[src/rtl/note_envelope.sv]
// ADSR amplitude envelope applied to a 1-bit square-wave tone; emits signed
// 32-bit samples with a one-cycle write strobe once per sample tick.
module note_envelope #(
    parameter int unsigned SAMPLE_DIV   = 1042,
    parameter int unsigned PEAK         = 10000000,
    parameter int unsigned ATTACK_STEP  = 20000,
    parameter int unsigned DECAY_STEP   = 2000,
    parameter int unsigned SUSTAIN      = 6000000,
    parameter int unsigned RELEASE_STEP = 1000
) (
    input  logic        CLOCK_50,
    input  logic        resetn,
    input  logic        snd,
    input  logic        note_on,
    input  logic        note_off,
    input  logic        audio_out_allowed,
    output logic [31:0] sample_out,
    output logic        write_audio_out,
    output logic [23:0] env_level,
    output logic        busy
);

    localparam int unsigned LEVEL_W = 24;
    localparam int unsigned WIDE_W  = 25;
    localparam int unsigned CNT_W   = (SAMPLE_DIV > 1) ? $clog2(SAMPLE_DIV) : 1;

    localparam logic [WIDE_W-1:0] PEAK_W = WIDE_W'(PEAK);
    localparam logic [WIDE_W-1:0] ATT_W  = WIDE_W'(ATTACK_STEP);
    localparam logic [WIDE_W-1:0] DEC_W  = WIDE_W'(DECAY_STEP);
    localparam logic [WIDE_W-1:0] SUS_W  = WIDE_W'(SUSTAIN);
    localparam logic [WIDE_W-1:0] REL_W  = WIDE_W'(RELEASE_STEP);

    typedef enum logic [2:0] {
        S_IDLE,
        S_ATTACK,
        S_DECAY,
        S_SUSTAIN,
        S_RELEASE
    } state_t;

    state_t              state;
    state_t              state_next;
    state_t              state_ev;
    logic [CNT_W-1:0]    cnt;
    logic                tick_c;
    logic [LEVEL_W-1:0]  level_next;
    logic [WIDE_W-1:0]   lvl_w;
    logic [31:0]         sample_c;

    assign tick_c   = (cnt == CNT_W'(SAMPLE_DIV - 1));
    assign lvl_w    = {1'b0, env_level};
    // Pre-update level forms the sample, so the output trails the envelope by one tick.
    assign sample_c = snd ? 32'(env_level) : (32'(0) - 32'(env_level));

    always_ff @(posedge CLOCK_50) begin
        if (!resetn) begin
            state <= S_IDLE;
        end else begin
            state <= state_next;
        end
    end

    // Events act immediately; the new state's level step then applies on a tick.
    always_comb begin
        state_ev   = state;
        state_next = state;
        level_next = env_level;

        if (note_on) begin
            state_ev = S_ATTACK;
        end else if (note_off && (state == S_ATTACK || state == S_DECAY ||
                                  state == S_SUSTAIN)) begin
            state_ev = S_RELEASE;
        end
        state_next = state_ev;

        if (tick_c) begin
            case (state_ev)
                S_ATTACK: begin
                    if (lvl_w + ATT_W >= PEAK_W) begin
                        level_next = LEVEL_W'(PEAK_W);
                        state_next = S_DECAY;
                    end else begin
                        level_next = LEVEL_W'(lvl_w + ATT_W);
                    end
                end
                S_DECAY: begin
                    if (lvl_w > SUS_W + DEC_W) begin
                        level_next = LEVEL_W'(lvl_w - DEC_W);
                    end else begin
                        level_next = LEVEL_W'(SUS_W);
                        state_next = S_SUSTAIN;
                    end
                end
                S_RELEASE: begin
                    if (lvl_w > REL_W) begin
                        level_next = LEVEL_W'(lvl_w - REL_W);
                    end else begin
                        level_next = '0;
                        state_next = S_IDLE;
                    end
                end
                S_IDLE:  level_next = '0;
                default: level_next = env_level;
            endcase
        end
    end

    always_ff @(posedge CLOCK_50) begin
        if (!resetn) begin
            cnt             <= '0;
            env_level       <= '0;
            busy            <= 1'b0;
            sample_out      <= '0;
            write_audio_out <= 1'b0;
        end else begin
            cnt             <= tick_c ? '0 : cnt + CNT_W'(1);
            env_level       <= level_next;
            busy            <= (state_next != S_IDLE);
            write_audio_out <= tick_c && audio_out_allowed;
            if (tick_c) begin
                sample_out <= sample_c;
            end
        end
    end

endmodule

[config.mk]
export PLATFORM = sky130hd
export DESIGN_NAME = note_envelope
export DESIGN_NICKNAME = d
export VERILOG_FILES = /design/src/rtl/note_envelope.sv
export SDC_FILE = /design/constraint.sdc
export NUM_CORES = 1
export LEC_CHECK = 0
export CAP_MARGIN = 15
export CORE_MARGIN = 2
export CORE_UTILIZATION = 50
export CTS_CLUSTER_DIAMETER = 150
export DETAILED_ROUTE_END_ITERATION = 8
export PLACE_DENSITY_LB_ADDON = 0.12
export SYNTH_ARGS = -nofsm -noshare
export SYNTH_HDL_FRONTEND = slang
export SYNTH_SLANG_ARGS = --single-unit
[constraint.sdc]
create_clock -name CLOCK_50 -period 4.3 [get_ports CLOCK_50]
set_input_delay 0.43 -clock CLOCK_50 [delete_from_list [all_inputs] [get_ports CLOCK_50]]
set_output_delay 0.43 -clock CLOCK_50 [all_outputs]
set_load 0.01 [all_outputs]
==> flow_summary.ini <==
[run_status]
status = completed

[final_layout]
area_occupied_by_multi_input_gates_mm2 = 0.00326
num-nets-final = 679
regArea_mm2 = 0.00118
antennaDiodeCount = 0
layout-drive-gt1-share = 0.0949
fill_cells = 873
flow.area_growth_from_synthesis_pct = 15.4

[synth]
synth.most_common_cell = dfxtp_1
synth_top_cell_area_share = 0.244
mappedNetlistArea_mm2 = 0.00483
synth_enable_flop_cells = 0
yosys_most_used_dff = dfxtp_1
ys_async_sr_fraction = 0
postSynthRegisterBits = 59
yosys.area.top_type = dfxtp_1
netlist_top_cells_area = dfxtp_1, xnor2_1, o211a_1
synth_cell_types = 80
netlist_top_cells_count = dfxtp_1, nand2_1, nor2_1
synth_sequential_area_ratio = 0.244
avgSynthCellArea_um2 = 7.57
post_synth_inst_count = 639
ys_warn_count = 0

[timing]
measured_slew_at_the_worst_slew_check_pin_ns = 0.847
worst_slack_ns = 0.736
timing.final.crit_period_ns = 3.56
final_period_utilization = 0.829
maxClockFrequency_ghz = 0.281
setup_repair_after_global_routing_missed_its_margin = false
drv_slew = 0
count_of_endpoints_failing_setup_in_the_final_report = 0
clock_skew_ns = 0.00980
slew_headroom = 0.434
count_of_final_hold_check_violations = 0
setup_total_negative_slack_ns = 0

[detailed_routing]
drt_wl_total_um = 14900
dr_total_vias = 5077
dr.pass1.iters = 5
antenna_nets_post_route = 0
first_iter_violations = 500
drcViolationCount = 0
wl_per_cell_um = 18.8
routed_via_density = 6.40

[critical_path]
cp.arrival_ns = 3.84
crit_chain = ha_1, nand3_4, a21oi_2, nor3b_2, xnor2_1, o21bai_1, nor3_4, a41oi_1, o31ai_1
worstSetupPathType = reg -> reg
critical_path.max_stage_delay_ns = 0.60
crit_required_ns = 4.58
timing.critical_path.to_type = flop
crit_path_start_kind = flop
worst_path_slowest_cell = dfxtp_1
reg2reg_slack_ns = 0.74
worstPathMaxFanout = 16

[place]
port_buf_inserts = 57
dp_hpwl_um = 10500
globalplace.congestion = 0.977
place_ws_ns = 0.847

[grt]
first_global_vias = 4597
overflow_left_after_global_routing = 0
grt_antenna_before_repair = 0
global_router_s_overall_resource_usage = 0.293
grt_first_pass_wirelength_um = 23800
maximum_number_of_pins_on_one_net_before_global_route_repair = 51

[flow_run]
max_cap_violations = 0

[power]
power_density_mw_per_mm2 = 203
ir_drop_worst_case_vdd_v = 0.000128
cellLeakagePower_nw = 2.24
p_clk_frac = 0.466
cell_internal_pwr_uw = 846
power.share.sequential = 0.490
p_sw_uw = 286
comb_power_share = 0.045
swShare = 0.253

[clock_network]
max-clock-path-buffers = 2
insertion_delay_ns = 0.36
path_clk_slew_ns = 0.08
htree_num_levels = 3
cts_buffers = 9
cts_sinks = 59
cts_root_buf = clkbuf_8
cts_repair_resize_count = 0
post-cts-setup-buffers = 0
cts_hold_repair_buffers = 0
tritoncts = built

[floorplan]
floorplan.core_area_mm2 = 0.00933
standard_cell_rows = 35
dieArea_mm2 = 0.0105
floorplan.io_pins = 64
dieHeight_um = 102
die_w_um = 102
initial_core_util = 0.518

[min_path]
holdCritPathClass = reg -> reg
## layout make-up
| class | count | area share |
|---|---|---|
| repair buffers | 79 | 0.131 |
| clock buffers | 10 | 0.0247 |
| clock inverters | 5 | 0.00964 |
| flip-flops and latches | 59 | 0.212 |
| inverters | 15 | 0.0101 |
| well taps | 129 | 0.0289 |
| multi-input cells | 496 | 0.584 |
## routing by layer
layer | track usage | vias up | wire (um)
li1 | - | 2367 | -
met1 | 0.408 | 2381 | 6390
met5 | 0 | - | 0
met4 | 0.136 | 0 | 609
met3 | 0.0540 | 57 | 1320
met2 | 0.439 | 272 | 6580
## power by group through the flow
stage / Combinational (mW) / Sequential (mW) / Clock, mW
after floorplan: 0.0373 / 0.567 / 0
final: 0.0506 / 0.555 / 0.528
after CTS: 0.0501 / 0.554 / 0.537
after detailed placement: 0.0499 / 0.567 / 0
after global routing: 0.0563 / 0.555 / 0.559
after global placement: 0.0489 / 0.567 / 0
## cell families after synthesis
group                      after synthesis  share of synthesized area
and+or+nand+nor                        231                      0.255
adders and majority gates               13                     0.0336
buffers and inverters                   89                     0.0862
muxes                                    7                     0.0148
xor gates and xnor gates                41                     0.0743
DFF                                     59                      0.244
AOI/OAI and AO/OA                      198                      0.291
other                                    1                   0.000776
## layout by cell type (no fill, tap or decap), drive strengths merged, types with 4 or more instances in the layout
cell and instances:
a21boi 5, a21oi 43, a31oi 16, and2 6
and3 10, buf 21, clkbuf 11, clkdlybuf4s50 57
clkinv 4, conb 6, dfxtp 59, ha 13
inv 15, mux2i 6, nand2 59, nand2b 5
nand3 27, nand4 7, nor2 53, nor2b 4
nor3 19, nor4 12, o211a 23, o21ai 44
o221a 7, o221ai 8, o22ai 7, o31ai 5
or3 9, xnor2 27, xor2 14
## worst max-delay path: cells and delay by family, from the launching register on
family                     cells  cell delay [ns]
AOI/OAI and AO/OA              4             1.02
xor gates and xnor gates       1             0.27
adders and majority gates      1             0.50
DFF                            1             0.60
and+or+nand+nor                3             1.08
## worst paths after layout
| kind | to | startpoint | cells after the start |
|---|---|---|---|
| hold / removal | cnt[0] | cnt[0] | 1 |
| setup reg to reg | env_level[22] | env_level[5] | 9 |
| hold reg to reg | cnt[0] | cnt[0] | 1 |
| setup / recovery | env_level[22] | env_level[5] | 9 |
## per-stage QoR
step	util	hold slack, ns	power [mW]	cells	area, um^2
global route	0.598	0.509	1.17	793	5580
finish	0.598	0.485	1.13	793	5580
global placement	0.577	0.461	0.616	777	5380
floorplan	-	0.445	0.604	644	4850
CTS	0.598	0.490	1.14	792	5580
detailed placement	0.577	0.473	0.617	777	5380
## flip-flops by register name (all words and copies together), names as in the netlist
register         count
sample_out          22
env_level           21
cnt                 11
state                3
busy                 1
write_audio_out      1
No activity file was read; power rests on OpenSTA's default activity.
